<file path="config.mk">
export PLATFORM = sky130hd
export DESIGN_NAME = vga_color_out_flat
export DESIGN_NICKNAME = d
export VERILOG_FILES = /design/src/rtl/vga_color_out_if.sv /design/src/rtl/vga_color_out.sv /design/src/flat_wrapper.sv
export SDC_FILE = /design/constraint.sdc
export NUM_CORES = 1
export LEC_CHECK = 0
export CAP_MARGIN = 20
export CORE_UTILIZATION = 30
export DETAILED_ROUTE_END_ITERATION = 7
export PLACE_DENSITY = 0.47
export SETUP_SLACK_MARGIN = 0.02
export SLEW_MARGIN = 15
export SYNTH_ARGS = -nofsm -noshare
export SYNTH_HDL_FRONTEND = slang
export SYNTH_SLANG_ARGS = --single-unit
</file>
<file path="constraint.sdc">
create_clock -name clk -period 19.4 [get_ports clk]
set_input_delay 4.85 -clock clk [delete_from_list [all_inputs] [get_ports clk]]
set_output_delay 4.85 -clock clk [all_outputs]
set_load 0.02 [all_outputs]
</file>
<file path="src/rtl/vga_color_out_if.sv">
// Pixel, sync and palette-programming bundle between the CRTC line-buffer
// side and the final VGA colour stage.
interface vga_color_out_if;
    logic       dot_b;
    logic       dot_r;
    logic       dot_g;
    logic       lumi;
    logic       vsafe;
    logic       scanln;
    logic       scan_en;
    logic       mono_en;
    logic       hs_in;
    logic       vs_in;
    logic       plt_we;
    logic [2:0] plt_adr;
    logic [8:0] plt_data;
    logic       bg_we;
    logic [3:0] vga_r;
    logic [3:0] vga_g;
    logic [3:0] vga_b;
    logic       vga_hs;
    logic       vga_vs;
    logic       plt_pending;

    modport master (
        output dot_b, dot_r, dot_g, lumi, vsafe, scanln, scan_en, mono_en,
               hs_in, vs_in, plt_we, plt_adr, plt_data, bg_we,
        input  vga_r, vga_g, vga_b, vga_hs, vga_vs, plt_pending
    );

    modport slave (
        input  dot_b, dot_r, dot_g, lumi, vsafe, scanln, scan_en, mono_en,
               hs_in, vs_in, plt_we, plt_adr, plt_data, bg_we,
        output vga_r, vga_g, vga_b, vga_hs, vga_vs, plt_pending
    );
endinterface

</file>
<file path="src/rtl/vga_color_out.sv">
// Final VGA colour stage: palette lookup, mono/scanline/blanking, 4-bit RGB out,
// with palette updates shadowed and committed at the vsync falling edge.
module vga_color_out #(
    parameter int PIPE_LAT  = 3,
    parameter bit IMMEDIATE = 1'b0
) (
    input logic           clk,
    input logic           reset,
    vga_color_out_if.slave vif
);

    function automatic logic [3:0] expand(input logic [2:0] c);
        return {c, c[2]};
    endfunction

    function automatic logic [8:0] default_entry(input logic [2:0] i);
        return {{3{i[2]}}, {3{i[1]}}, {3{i[0]}}};
    endfunction

    logic [8:0]          active_q [8];
    logic [8:0]          shadow_q [8];
    logic [8:0]          bg_q;
    logic                pending_q, pending_d;
    logic [PIPE_LAT-1:0] hs_sr_q, vs_sr_q;
    logic                commit;

    logic [2:0] idx_s1_q;
    logic       lumi_s1_q, vsafe_s1_q, scanln_s1_q, scan_en_s1_q, mono_s1_q;
    logic [8:0] col_s2_q, col_d;
    logic       lumi_s2_q, vsafe_s2_q, scan_s2_q, mono_s2_q;
    logic [3:0] r_q, g_q, b_q, r_d, g_d, b_d, mono_v;

    // vs_sr_q[0] is the S1 copy of vs_in, so this fires once per falling edge
    assign commit = vs_sr_q[0] & ~vif.vs_in;

    always_ff @(posedge clk or posedge reset) begin
        if (reset) begin
            for (int i = 0; i < 8; i++) begin
                shadow_q[i] <= default_entry(3'(i));
                active_q[i] <= default_entry(3'(i));
            end
        end else begin
            for (int i = 0; i < 8; i++) begin
                if (commit) active_q[i] <= shadow_q[i];
            end
            if (vif.plt_we) begin
                shadow_q[vif.plt_adr] <= vif.plt_data;
                if (IMMEDIATE) active_q[vif.plt_adr] <= vif.plt_data;
            end
        end
    end

    always_comb begin
        pending_d = pending_q;
        if (!IMMEDIATE && vif.plt_we) pending_d = 1'b1;
        else if (commit)              pending_d = 1'b0;
    end

    always_comb begin
        col_d = vif.plt_we ? 9'd0 : 9'd0;
        col_d = lumi_s1_q ? active_q[idx_s1_q] : bg_q;
    end

    always_comb begin
        r_d    = 4'h0;
        g_d    = 4'h0;
        b_d    = 4'h0;
        mono_v = lumi_s2_q ? 4'hF : expand(col_s2_q[8:6]);
        if (vsafe_s2_q) begin
            if (mono_s2_q) begin
                r_d = mono_v;
                g_d = mono_v;
                b_d = mono_v;
            end else begin
                r_d = expand(col_s2_q[5:3]);
                g_d = expand(col_s2_q[8:6]);
                b_d = expand(col_s2_q[2:0]);
            end
            if (scan_s2_q) begin
                r_d = r_d >> 1;
                g_d = g_d >> 1;
                b_d = b_d >> 1;
            end
        end
    end

    always_ff @(posedge clk or posedge reset) begin
        if (reset) begin
            bg_q         <= '0;
            pending_q    <= 1'b0;
            hs_sr_q      <= '1;
            vs_sr_q      <= '1;
            idx_s1_q     <= '0;
            lumi_s1_q    <= 1'b0;
            vsafe_s1_q   <= 1'b0;
            scanln_s1_q  <= 1'b0;
            scan_en_s1_q <= 1'b0;
            mono_s1_q    <= 1'b0;
            col_s2_q     <= '0;
            lumi_s2_q    <= 1'b0;
            vsafe_s2_q   <= 1'b0;
            scan_s2_q    <= 1'b0;
            mono_s2_q    <= 1'b0;
            r_q          <= '0;
            g_q          <= '0;
            b_q          <= '0;
        end else begin
            if (vif.bg_we) bg_q <= vif.plt_data;
            pending_q    <= pending_d;
            hs_sr_q      <= {hs_sr_q[PIPE_LAT-2:0], vif.hs_in};
            vs_sr_q      <= {vs_sr_q[PIPE_LAT-2:0], vif.vs_in};
            idx_s1_q     <= {vif.dot_g, vif.dot_r, vif.dot_b};
            lumi_s1_q    <= vif.lumi;
            vsafe_s1_q   <= vif.vsafe;
            scanln_s1_q  <= vif.scanln;
            scan_en_s1_q <= vif.scan_en;
            mono_s1_q    <= vif.mono_en;
            col_s2_q     <= col_d;
            lumi_s2_q    <= lumi_s1_q;
            vsafe_s2_q   <= vsafe_s1_q;
            scan_s2_q    <= scan_en_s1_q & scanln_s1_q;
            mono_s2_q    <= mono_s1_q;
            r_q          <= r_d;
            g_q          <= g_d;
            b_q          <= b_d;
        end
    end

    assign vif.vga_r       = r_q;
    assign vif.vga_g       = g_q;
    assign vif.vga_b       = b_q;
    assign vif.vga_hs      = hs_sr_q[PIPE_LAT-1];
    assign vif.vga_vs      = vs_sr_q[PIPE_LAT-1];
    assign vif.plt_pending = pending_q;

endmodule

</file>
<file path="src/flat_wrapper.sv">
// flat-port wrapper written by rule: the top's interface ports become plain ports
module vga_color_out_flat 
#(
    parameter int PIPE_LAT  = 3,
    parameter bit IMMEDIATE = 1'b0
)
  (clk, reset, vif_dot_b, vif_dot_r, vif_dot_g, vif_lumi, vif_vsafe, vif_scanln, vif_scan_en, vif_mono_en, vif_hs_in, vif_vs_in, vif_plt_we, vif_plt_adr, vif_plt_data, vif_bg_we, vif_vga_r, vif_vga_g, vif_vga_b, vif_vga_hs, vif_vga_vs, vif_plt_pending);
  vga_color_out_if vif_i ();
  input logic clk;
  input logic reset;
  input wire logic [$bits(vif_i.dot_b)-1:0] vif_dot_b;
  input wire logic [$bits(vif_i.dot_r)-1:0] vif_dot_r;
  input wire logic [$bits(vif_i.dot_g)-1:0] vif_dot_g;
  input wire logic [$bits(vif_i.lumi)-1:0] vif_lumi;
  input wire logic [$bits(vif_i.vsafe)-1:0] vif_vsafe;
  input wire logic [$bits(vif_i.scanln)-1:0] vif_scanln;
  input wire logic [$bits(vif_i.scan_en)-1:0] vif_scan_en;
  input wire logic [$bits(vif_i.mono_en)-1:0] vif_mono_en;
  input wire logic [$bits(vif_i.hs_in)-1:0] vif_hs_in;
  input wire logic [$bits(vif_i.vs_in)-1:0] vif_vs_in;
  input wire logic [$bits(vif_i.plt_we)-1:0] vif_plt_we;
  input wire logic [$bits(vif_i.plt_adr)-1:0] vif_plt_adr;
  input wire logic [$bits(vif_i.plt_data)-1:0] vif_plt_data;
  input wire logic [$bits(vif_i.bg_we)-1:0] vif_bg_we;
  output wire logic [$bits(vif_i.vga_r)-1:0] vif_vga_r;
  output wire logic [$bits(vif_i.vga_g)-1:0] vif_vga_g;
  output wire logic [$bits(vif_i.vga_b)-1:0] vif_vga_b;
  output wire logic [$bits(vif_i.vga_hs)-1:0] vif_vga_hs;
  output wire logic [$bits(vif_i.vga_vs)-1:0] vif_vga_vs;
  output wire logic [$bits(vif_i.plt_pending)-1:0] vif_plt_pending;
  assign vif_i.dot_b = vif_dot_b;
  assign vif_i.dot_r = vif_dot_r;
  assign vif_i.dot_g = vif_dot_g;
  assign vif_i.lumi = vif_lumi;
  assign vif_i.vsafe = vif_vsafe;
  assign vif_i.scanln = vif_scanln;
  assign vif_i.scan_en = vif_scan_en;
  assign vif_i.mono_en = vif_mono_en;
  assign vif_i.hs_in = vif_hs_in;
  assign vif_i.vs_in = vif_vs_in;
  assign vif_i.plt_we = vif_plt_we;
  assign vif_i.plt_adr = vif_plt_adr;
  assign vif_i.plt_data = vif_plt_data;
  assign vif_i.bg_we = vif_bg_we;
  assign vif_vga_r = vif_i.vga_r;
  assign vif_vga_g = vif_i.vga_g;
  assign vif_vga_b = vif_i.vga_b;
  assign vif_vga_hs = vif_i.vga_hs;
  assign vif_vga_vs = vif_i.vga_vs;
  assign vif_plt_pending = vif_i.plt_pending;
  vga_color_out #(.PIPE_LAT(PIPE_LAT), .IMMEDIATE(IMMEDIATE)) u_core (.clk(clk), .reset(reset), .vif(vif_i));
endmodule
</file>
==> results of run 1 <==
-- metrics by stage --
step / hold slack, ns / instance area, sq um
2_1_floorplan: 0.3312 / 7921
3_3_place_gp: 0.3419 / 8592
3_5_place_dp: 0.3435 / 8592
4_1_cts: 0.3561 / 9208
5_1_grt: 0.3603 / 9255
6_report: 0.3552 / 9255
-- layout by cell type, fill, tap and decap left out, drive strengths merged --
master | Yosys | layout
a21boi | 9 | 9
clkinv | 0 | 3
clkbuf | 5 | 17
a22oi | 9 | 9
clkdlybuf4s50 | 0 | 40
buf | 23 | 4
nor3b | 2 | 2
o211ai | 12 | 12
dfrtp | 115 | 115
nand4b | 3 | 3
nand4 | 1 | 1
a21o | 1 | 1
a211o | 9 | 9
nor2b | 19 | 19
nor3 | 2 | 2
dfstp | 78 | 78
mux2i | 30 | 30
mux2 | 153 | 153
inv | 2 | 9
nand2b | 3 | 3
a41o | 9 | 9
or3b | 3 | 3
nand3 | 9 | 9
bufinv | 0 | 2
a21oi | 1 | 1
nor2 | 4 | 4
and2 | 1 | 1
nand2 | 3 | 3
clkinvlp | 0 | 3
o21ai | 2 | 2
-- sequential cells by signal (all words and copies together), names as in the netlist --
name / count
u_core.mono_s2_q: 1
u_core.idx_s1_q: 3
u_core.scan_en_s1_q: 1
u_core.vsafe_s1_q: 1
u_core.vif.vga_r: 4
u_core.active_q: 72
u_core.col_s2_q: 9
u_core.hs_sr_q: 3
u_core.scanln_s1_q: 1
u_core.bg_q: 9
u_core.vs_sr_q: 3
u_core.scan_s2_q: 1
u_core.lumi_s1_q: 1
u_core.vif.vga_b: 4
u_core.shadow_q: 72
u_core.lumi_s2_q: 1
u_core.vif.vga_g: 4
u_core.mono_s1_q: 1
u_core.vsafe_s2_q: 1
u_core.vif.plt_pending: 1
-- power by group --
group,switching (W),total [W],internal [W],leakage [nW]
combinational,0.0000631,0.000156,0.0000932,1.30
clock,0.000163,0.000360,0.000197,0.293
sequential,0.0000442,0.000564,0.000520,2.20
total,0.000271,0.00108,0.000810,3.80
-- logic make-up after synthesis --
group | count (synthesis) | share of synthesized area
muxes | 183 | 0.2554
AOI/OAI and AO/OA | 52 | 0.05260
DFF | 193 | 0.6220
buffers and inverters | 30 | 0.02369
and+or+nand+nor | 50 | 0.04628
-- worst max-delay path by stage --
stage / from / cells after the start / to / slack [ns]
after floorplan: reset / 1 / u_core.active_q[10] / 9.42
after global placement: reset / 3 / u_core.idx_s1_q[0] / 12.27
after detailed placement: reset / 3 / u_core.idx_s1_q[0] / 12.26
after CTS: reset / 3 / u_core.idx_s1_q[0] / 12.72
after global routing: vif_plt_adr[2] / 3 / u_core.shadow_q[31] / 12.73
final: vif_plt_adr[2] / 3 / u_core.shadow_q[31] / 12.79
-- final cells by class --
type                    count  area [sq um]
clock buffers              17         425.4
clock inverters            15         190.2
fillers                  2500         16730
inverters                   2         15.01
multi-input cells         285          2814
flip-flops and latches    193          4928
well taps                 335         419.2
repair buffers             44         462.9
-- worst register-to-register path, stage by stage (launching register included) --
cell and delay [ns]:
dfrtp_1 0.73, nor2b_1 0.82, a22oi_1 0.33, a41o_1 0.35
-- metal layers --
metal	wire [um]	up-vias
li1	-	1917
met1	7702	2169
met2	7951	43
met3	386	9
met4	106	0
met5	0	-
-- cell usage after synthesis, drive strengths merged --
cell	instances
nand2	3
a21o	1
o211ai	12
or3b	3
clkbuf	5
nor2b	19
nand4	1
dfrtp	115
a21oi	1
nor2	4
nand2b	3
and2	1
nand4b	3
mux2i	30
a21boi	9
nor3	2
nand3	9
mux2	153
nor3b	2
buf	23
a211o	9
a41o	9
inv	2
a22oi	9
dfstp	78
o21ai	2
==> results.yml, run 1 <==
timing:
  hold_viol: 0
  timing.final.crit_share: 0.3407
  rsz0062_at_grt: "no"
  slew_viol_final: 0
  clock.fmax_mhz: 151.3
  fin_crit_ns: 6.609
  clock_skew_ns: 0.01428
  worstMarginPinSlew_ns: 0.9422
  finalSetupTns_ns: 0
  slew_headroom: 0.3691
  finalSetupViolations: 0
  worst_slack_ns: 12.79
routing:
  drt_iter0_markers: 183
  firstDrtPassIters: 6
  wl_per_cell_um: 18.12
  via_per_inst: 4.644
  ant_nets: 0
  wl_um: 16150
  routed-via-count: 4138
  drc: 2
grt:
  gr-max-usage-layer: "met2"
  use_met3: 0.02938
  grt_usage: 0.1292
  grt_pass1_vias: 4458
  grt-ovfl-total: 0
  grt_max_degree: 113
  grt_util_met1: 0.1724
  gr-usage-met2: 0.2146
  grt_pass1_wl_um: 25700
  antenna_found_initial: 0
clock_network:
  ctsResizeCount: 0
  clk_pin_slew_ns: 0.07
  tritoncts: "built"
  clock_path_buffers: 2
  cts_inserted_buffers: 17
  clock_latency_ns: 0.43
  root_buffer: "clkbuf_16"
  hold_buffers: 0
  cts_setup_buffers: 0
  cts_sinks: 193
  cts_max_level: 4
synthesis:
  synth_top_area_cell: "dfrtp_1"
  yosys-top-cells-area: "dfrtp_1 36%, dfstp_2 26%, mux2_2 21%, mux2i_1 3.8%, nor2b_1 1.5%"
  synth_warnings: 0
  synth_area_sq_um: 7921
  ys_seq_area_frac: 0.6220
  netlist_instances: 508
  synth_top_cell_area_share: 0.3633
  syn_avg_cell_area_sq_um: 15.59
  ys_types: 34
  ys_ff_latch: 193
  syn_nets: 534
pwr:
  power_per_cell_area_nw_per_um2: 116.8
  p_total_w: 0.001081
  leakagePower_nw: 3.801
  peakVddDrop_mv: 0.05811
worst_setup_path:
  cp_cell_sequence: "clkdlybuf4s50_1 > nor3b_2 > mux2_2"
  slowest_delay_ns: 0.86
  crit_family: "simple AND/OR/NAND/NOR gates"
  crit_buf_inv: 1
  reg2reg_setup_slack_ns: 17.04
  reg2reg_depth: 3
  path_max_fanout: 9
  start_kind: "input pin"
  critPathKind: "input pin to register"
  cp.arrival_ns: 6.91
  crit_required_ns: 19.70
  crit_path_top_delay_cell: "nor3b_2"
  rr_endpoint: "u_core.col_s2_q[1]"
  end_kind: "register"
  rr_startpoint: "u_core.idx_s1_q[1]"
cells_and_area:
  syn_to_final_growth_pct: 16.84
  diodes: 0
  final_cells: 891
  drive_gt1_frac: 0.4982
  finalNetCount: 569
  fin_util: 0.3562
place:
  gp_congestion: 0.6935
  hpwl_um: 9918
  io_buffers: 40
  dp_cells: 857
  place_ws_ns: 12.26
hold_path:
  holdCritPathClass: "register to register"
  hp-start: "u_core.vs_sr_q[1]"
  hold_end: "u_core.vs_sr_q[2]"
  whs_path_depth: 0
status:
  status: "finished with violations"
  violations: "design-rule violations"
floorplan:
  start_util: 0.3048
  core_area_sq_um: 25980
  fp.dieW_um: 164.5
  dieArea_sq_um: 27060
  rows: 59
  die_y_um: 164.5
  io_pins: 41
run:
  max_cap_violations: 0
(Power assumes the default switching activity.)
==> run 2: changes to the inputs <==
- clock period: 19.4 -> 6.8 ns (I/O delays scaled with it)
==> run 2 against run 1 <==
The flow still finishes with violations (design-rule violations); combinational power grew to 2.9 times the previous value; critical path type unchanged; largest power group unchanged; design area decreased by 0.26%; total power rose to 2.9 times the previous value; global-route usage increased by 0.28 points; sequential share of layout area up 0.14 points; die area is the same; routed wire length rose by 1.1%; clock-buffer cell count is 3 higher; non-clock buffer count is 1 lower; worst setup slack lost 9.4 ns.
==> results.yml, run 2 (synthesis results as in run 1) <==
grt:
  grt-ovfl-total: 0
  grt_max_degree: 194
  grt_pass1_wl_um: 26250
  grt_pass1_vias: 4507
  antenna_found_initial: 0
  grt_usage: 0.1320
clock_network:
  clock_path_buffers: 2
  clk_pin_slew_ns: 0.07
  clock_latency_ns: 0.43
  cts_max_level: 4
  cts_setup_buffers: 0
  root_buffer: "clkbuf_16"
  cts_sinks: 193
  tritoncts: "built"
  ctsResizeCount: 0
  hold_buffers: 0
  cts_inserted_buffers: 17
worst_setup_path:
  end_kind: "register"
  crit_path_top_delay_cell: "clkdlybuf4s50_1"
  crit_required_ns: 7.11
  cp_cell_sequence: "clkdlybuf4s50_1 > nand2b_4 > nor3b_2 > mux2_2"
  slowest_delay_ns: 0.74
  rr_startpoint: "u_core.idx_s1_q[1]"
  reg2reg_depth: 3
  start_kind: "input pin"
  critPathKind: "input pin to register"
  crit_start: "vif_plt_we"
  cp.arrival_ns: 3.68
  path_max_fanout: 9
cells_and_area:
  final_common_cell: "mux2_2"
  fin_util: 0.3553
  finalNetCount: 568
  multiInputGateArea_sq_um: 2814
  stdcell_area_sq_um: 9231
  nFillCells: 2498
  largestRegisters: "u_core.active_q (72), u_core.shadow_q (72)"
  layout_common_cells: "148 x mux2_2, 114 x dfrtp_1, 78 x dfstp_2"
  area.sequential_sq_um: 4928
  drive_gt1_frac: 0.4955
  diodes: 0
  syn_to_final_growth_pct: 16.54
pwr:
  peakVddDrop_mv: 0.1356
  leakagePower_nw: 3.795
  power_per_cell_area_nw_per_um2: 334.2
place:
  place_ws_ns: 2.981
  hpwl_um: 9826
  io_buffers: 40
  post_dp_cell_area_sq_um: 8601
  gp_congestion: 0.6753
timing:
  finalSetupViolations: 0
  fin_crit_ns: 3.365
  clock.fmax_mhz: 297.2
  worst_slack_ns: 3.435
  worstMarginPinSlew_ns: 1.069
  clock_skew_ns: 0.009685
  hold_viol: 0
  slew_viol_final: 0
  rsz0062_at_grt: "no"
  finalSetupTns_ns: 0
  slew_headroom: 0.2872
  timing.final.crit_share: 0.4948
hold_path:
  hp-start: "u_core.hs_sr_q[1]"
  whs_path_depth: 0
  holdCritPathClass: "register to register"
routing:
  drc: 2
  via_per_inst: 4.710
  wl_um: 16320
  drt_iter0_markers: 179
  met2WireLength_um: 7870
  wl_per_cell_um: 18.34
  top_layer: "met4"
  met3_length_um: 538
  routed-via-count: 4192
  firstDrtPassIters: 8
  ant_nets: 0
  met1_length_um: 7706
floorplan:
  fp.dieW_um: 164.5
  io_pins: 41
  core_area_sq_um: 25980
  rows: 59
  die_y_um: 164.5
  dieArea_sq_um: 27060
  start_util: 0.3048
status:
  violations: "design-rule violations"
  status: "finished with violations"
run:
  max_cap_violations: 0
## run 2: cell types whose count changed in the layout (fill, tap and decap cells not counted), sizes merged
cell	previous run	this run
clkbuf	17	20
inv	9	7
clkinvlp	3	2
buf	4	3
## run 2: critical path: cells and delay by family
kind | cells | cell delay, ns
AND/OR/NAND/NOR | 2 | 0.82
buffers and inverters | 1 | 0.74
multiplexers | 1 | 0.41
## run 2: layer usage
layer,vias up,track usage
met3,17,0.02587
met2,55,0.2129
met5,-,0
li1,1916,-
met4,0,0.04629
met1,2204,0.1767
## run 2: final timing paths
kind                                  endpoint  slack, ns
max reg2reg                 u_core.col_s2_q[6]       4.46
max in group asynchronous  u_core.active_q[23]       4.08
max                        u_core.shadow_q[32]       3.44
min reg2reg                  u_core.hs_sr_q[2]       0.36
min in group asynchronous   u_core.col_s2_q[3]       1.90
min                          u_core.hs_sr_q[2]       0.36
## run 2: area by class of cell
type | count | area share
timing repair buffer | 43 | 0.04934
multi-input combinational | 285 | 0.3048
clock inverter | 12 | 0.01586
tap | 335 | 0.04541
inverter | 2 | 0.001220
sequential | 193 | 0.5339
clock buffer | 20 | 0.04947
## run 2: where the power goes
part / switching (W) / internal [W] / total (W)
Combinational: 0.000184 / 0.000266 / 0.000450
Clock: 0.000453 / 0.000572 / 0.00103
Sequential: 0.000126 / 0.00148 / 0.00161
## run 2: stage by stage
step	hold slack (ns)	instances	total power [W]
final	0.3562	890	0.003085
after global routing	0.3596	890	0.003254
after CTS	0.3582	889	0.003130
after detailed placement	0.3435	857	0.002091
after global placement	0.3428	857	0.002062
after floorplan	0.3312	508	0.001944
==> patch 1, RTL diff (settings of run 2) <==
`IMMEDIATE` is set to 1'b0 in 2 places; all go to 1'b1.
--- a/src/rtl/vga_color_out.sv
+++ b/src/rtl/vga_color_out.sv
@@ -2,7 +2,7 @@
 // with palette updates shadowed and committed at the vsync falling edge.
 module vga_color_out #(
     parameter int PIPE_LAT  = 3,
-    parameter bit IMMEDIATE = 1'b0
+    parameter bit IMMEDIATE = 1'b1
 ) (
     input logic           clk,
     input logic           reset,
--- a/src/flat_wrapper.sv
+++ b/src/flat_wrapper.sv
@@ -2,7 +2,7 @@
 module vga_color_out_flat 
 #(
     parameter int PIPE_LAT  = 3,
-    parameter bit IMMEDIATE = 1'b0
+    parameter bit IMMEDIATE = 1'b1
 )
   (clk, reset, vif_dot_b, vif_dot_r, vif_dot_g, vif_lumi, vif_vsafe, vif_scanln, vif_scan_en, vif_mono_en, vif_hs_in, vif_vs_in, vif_plt_we, vif_plt_adr, vif_plt_data, vif_bg_we, vif_vga_r, vif_vga_g, vif_vga_b, vif_vga_hs, vif_vga_vs, vif_plt_pending);
   vga_color_out_if vif_i ();
Function: changed (Yosys sat finds a counterexample within 4 cycles, from zero or initial values and one cycle with reset high).
==> patch 1 against run 2 <==
  * Power decreased by 3.2%
  * Area after synthesis grew 5.3%
  * Sequential cell count decreased by 1
  * Routed wire length increased by 25%
  * Core utilization fell by 0.20 points
  * Final cell count grew 29%
  * Design area up 3.7%
  * Worst setup slack better by 0.10 ns
  * Critical path type unchanged
  * Highest routed layer unchanged
==> patch 1: results (changes against run 2) <==
status=finished, final reports clean (was complete, but fails checks); Max IR drop VDD=0.000168 V (was 0.000136 V); synth cell count leaders=nand2_1 (217), dfrtp_1 (114), mux2i_1 (102) (was mux2_2 (148), dfrtp_1 (115), dfstp_2 (78)); total sequential power=1540 µW (was 1610 µW); Synth cell types=36 (was 34); switching power=819 µW (was 763 µW); port bufs=39 (was 40); synth top area cells=dfrtp_1 (34%), dfstp_2 (25%), mux2i_1 (12%) (was dfrtp_1 (36%), dfstp_2 (26%), mux2_2 (21%)); metal2 WL=9310 µm (was 7870 µm); Synth Net Count=782 (was 534); DR pass1 iterations=5 (was 8); M1 GR Usage=0.226 (was 0.177); vias in the first global route=5,333 (was 4,507); Routed met3 length=527 µm (was 538 µm); Worst-Margin Slew=0.917 ns (was 1.07 ns); Leak=0.00421 µW (was 0.00379 µW); DP HPWL=12,600 µm (was 9830 µm); pre-CTS setup slack=3.10 ns (was 2.98 ns); overall routing resource usage=0.152 (was 0.132); GR Util met2=0.225 (was 0.213); Clock Skew=0.0137 ns (was 0.00968 ns); Post-layout nets=791 (was 568); largest net degree at the start of global routing=77 (was 194); RePlAce Congestion=0.729 (was 0.675); total number of vias=5,377 (was 4,192); share of cells above drive strength 1=0.170 (was 0.495); Seq/Total Area, Yosys=0.588 (was 0.622)
patch 1: cell types whose count changed after synthesis, sizes merged, moves of 3 or more:
cell,delta
nand4bb,+3
mux2i,+72
and4bb,+3
clkbuf,+16
mux2,-144
nand2,+215
buf,+11
o21ai,+72
and4b,+3
patch 1: worst paths after layout:
kind / from / end / slack (ns)
worst max-delay path: vif_plt_adr[0] / u_core.active_q[67]$_DFF_PP0_ / 3.54
worst min-delay path: u_core.vsafe_s1_q$_DFF_PP0_ / u_core.vsafe_s2_q$_DFF_PP0_ / 0.35
worst max register to register: u_core.idx_s1_q[1]$_DFF_PP0_ / u_core.col_s2_q[1]$_DFF_PP0_ / 4.63
worst min register to register: u_core.vsafe_s1_q$_DFF_PP0_ / u_core.vsafe_s2_q$_DFF_PP0_ / 0.35
min in group asynchronous: reset / u_core.shadow_q[42]$_DFFE_PP0P_ / 1.71
max in group asynchronous: reset / u_core.active_q[11]$_DFF_PP0_ / 4.24
patch 1: logic make-up after synthesis:
group	synth area share
flip-flops	0.588
AND/OR/NAND/NOR	0.147
multiplexers	0.135
AO/OA/AOI/OAI	0.0923
buffers and inverters	0.0378
other	0.000450
patch 1: cell type report:
type / instances / share of cell area
Multi-Input combinational cell: 507 / 0.327
Inverter: 2 / 0.00118
Clock inverter: 12 / 0.0123
Sequential cell: 192 / 0.512
Tap cell: 372 / 0.0486
Clock buffer: 20 / 0.0501
Timing Repair Buffer: 45 / 0.0489
patch 1: per-stage QoR:
step	util	cells
after floorplan	-	756
after global placement	0.330	1117
after detailed placement	0.330	1117
after CTS	0.352	1149
after global routing	0.353	1150
final	0.353	1150
patch 1: worst max-delay path: stages:
cell and delay [ns]:
clkdlybuf4s50_1 0.66, nor4b_4 0.93, o21ai_0 0.23
==> patch 2, RTL diff (config.mk and constraints of run 2) <==
Without the edit above. `r_q`, `g_q` and `b_q` no longer have a reset.
--- a/src/rtl/vga_color_out.sv
+++ b/src/rtl/vga_color_out.sv
@@ -101,9 +101,6 @@
             vsafe_s2_q   <= 1'b0;
             scan_s2_q    <= 1'b0;
             mono_s2_q    <= 1'b0;
-            r_q          <= '0;
-            g_q          <= '0;
-            b_q          <= '0;
         end else begin
             if (vif.bg_we) bg_q <= vif.plt_data;
             pending_q    <= pending_d;
@@ -120,10 +117,13 @@
             vsafe_s2_q   <= vsafe_s1_q;
             scan_s2_q    <= scan_en_s1_q & scanln_s1_q;
             mono_s2_q    <= mono_s1_q;
-            r_q          <= r_d;
-            g_q          <= g_d;
-            b_q          <= b_d;
         end
+    end
+
+    always_ff @(posedge clk) begin
+        r_q <= r_d;
+        g_q <= g_d;
+        b_q <= b_d;
     end
 
     assign vif.vga_r       = r_q;
Behaviour: differs if reset is asserted again (counterexample within 4 cycles, from zero or initial values and one cycle with reset high); with reset held inactive, the same outputs for 4 cycles.
==> patch 2 against run 2 <==
  * Routed wire length is 2.1% higher
  * Power is 0.35% lower
  * Fmax hardly changed
  * Design area is 0.84% lower
  * Clock skew is 0.0026 ns higher
  * Combinational power hardly changed
  * Worst setup slack worse by 0.0024 ns
  * Final cell count is 0.34% lower
  * Area after synthesis is 0.82% lower
  * Sequential cell count stayed put
  * Critical path type unchanged
  * Critical endpoint is now u_core.shadow_q[46]$_DFFE_PP0P_
==> patch 2: results (changes against run 2) <==
overall routing resource usage=0.136 (was 0.132); total number of vias=4,244 (was 4,192); GR Util met2=0.210 (was 0.213); Clk pwr share=0.330 (was 0.332); DR pass1 iterations=4 (was 8); synth cell count leaders=mux2_2 (151), dfrtp_1 (103), dfstp_2 (78) (was mux2_2 (148), dfrtp_1 (115), dfstp_2 (78)); Seq/Total Area, Yosys=0.620 (was 0.622); CP endpoint=u_core.shadow_q[46]$_DFFE_PP0P_ (was u_core.shadow_q[32]$_DFFE_PP0P_); status=finished, final reports clean (was complete, but fails checks); Max stage delay cell, worst path=nor3b_2 (was clkdlybuf4s50_1); Yosys top cell area share=0.328 (was 0.363); CP startpoint=vif_plt_adr[1] (was vif_plt_we); Post-synth ARST share=0.938 (was 1.00); Max IR drop VDD=0.000175 V (was 0.000136 V); dpl cells=854 (was 857); first-pass GRT wire length=26,700 µm (was 26,200 µm); synth top area cells=dfrtp_1 (33%), dfstp_2 (26%), mux2_2 (22%) (was dfrtp_1 (36%), dfstp_2 (26%), mux2_2 (21%)); Routed WL=16,700 µm (was 16,300 µm); post-synthesis mux area share=0.258 (was 0.255); vias in the first global route=4,530 (was 4,507); Routed met3 length=519 µm (was 538 µm); metal2 WL=7660 µm (was 7870 µm); switching power=769 µW (was 763 µW); DP HPWL=10,300 µm (was 9830 µm); Critical Path Max Stage Delay=0.80 ns (was 0.74 ns); pwr/cell area=336 nW/µm² (was 334 nW/µm²); r2r setup slk=4.37 ns (was 4.46 ns); Clock Skew=0.0123 ns (was 0.00968 ns); RePlAce Congestion=0.705 (was 0.675); Reg-to-Reg End=u_core.col_s2_q[2]$_DFF_PP0_ (was u_core.col_s2_q[6]$_DFF_PP0_); Iteration-0 DRC Markers=204 (was 179)
[patch 2: changes by cell type after synthesis]
| cell | change |
|---|---|
| buf_4 | -1 |
| nor2_1 | +1 |
| dfxtp_1 | +12 |
| dfrtp_1 | -12 |
| clkbuf_1 | -2 |
| nor2_2 | -1 |
| mux2_1 | -3 |
| buf_2 | +1 |
| mux2_2 | +3 |
| buf_1 | +2 |
[patch 2: per-stage QoR]
stage	area, µm²	util	hold slack (ns)	setup slack, ns
final	9150	0.360	0.358	3.43
after global routing	9150	0.360	0.367	3.34
after CTS	9130	0.360	0.360	3.39
after detailed placement	8540	0.336	0.344	2.93
after global placement	8540	0.336	0.346	3.00
after floorplan	7860	-	0.331	0.314
[patch 2: cell type report]
class | count | area [µm²]
clock buffer | 18 | 429
clock inverter | 14 | 169
fill | 2447 | 16200
inverter | 2 | 12.5
multi-input combinational | 285 | 2810
sequential | 193 | 4870
tap | 330 | 413
timing repair buffer | 45 | 450
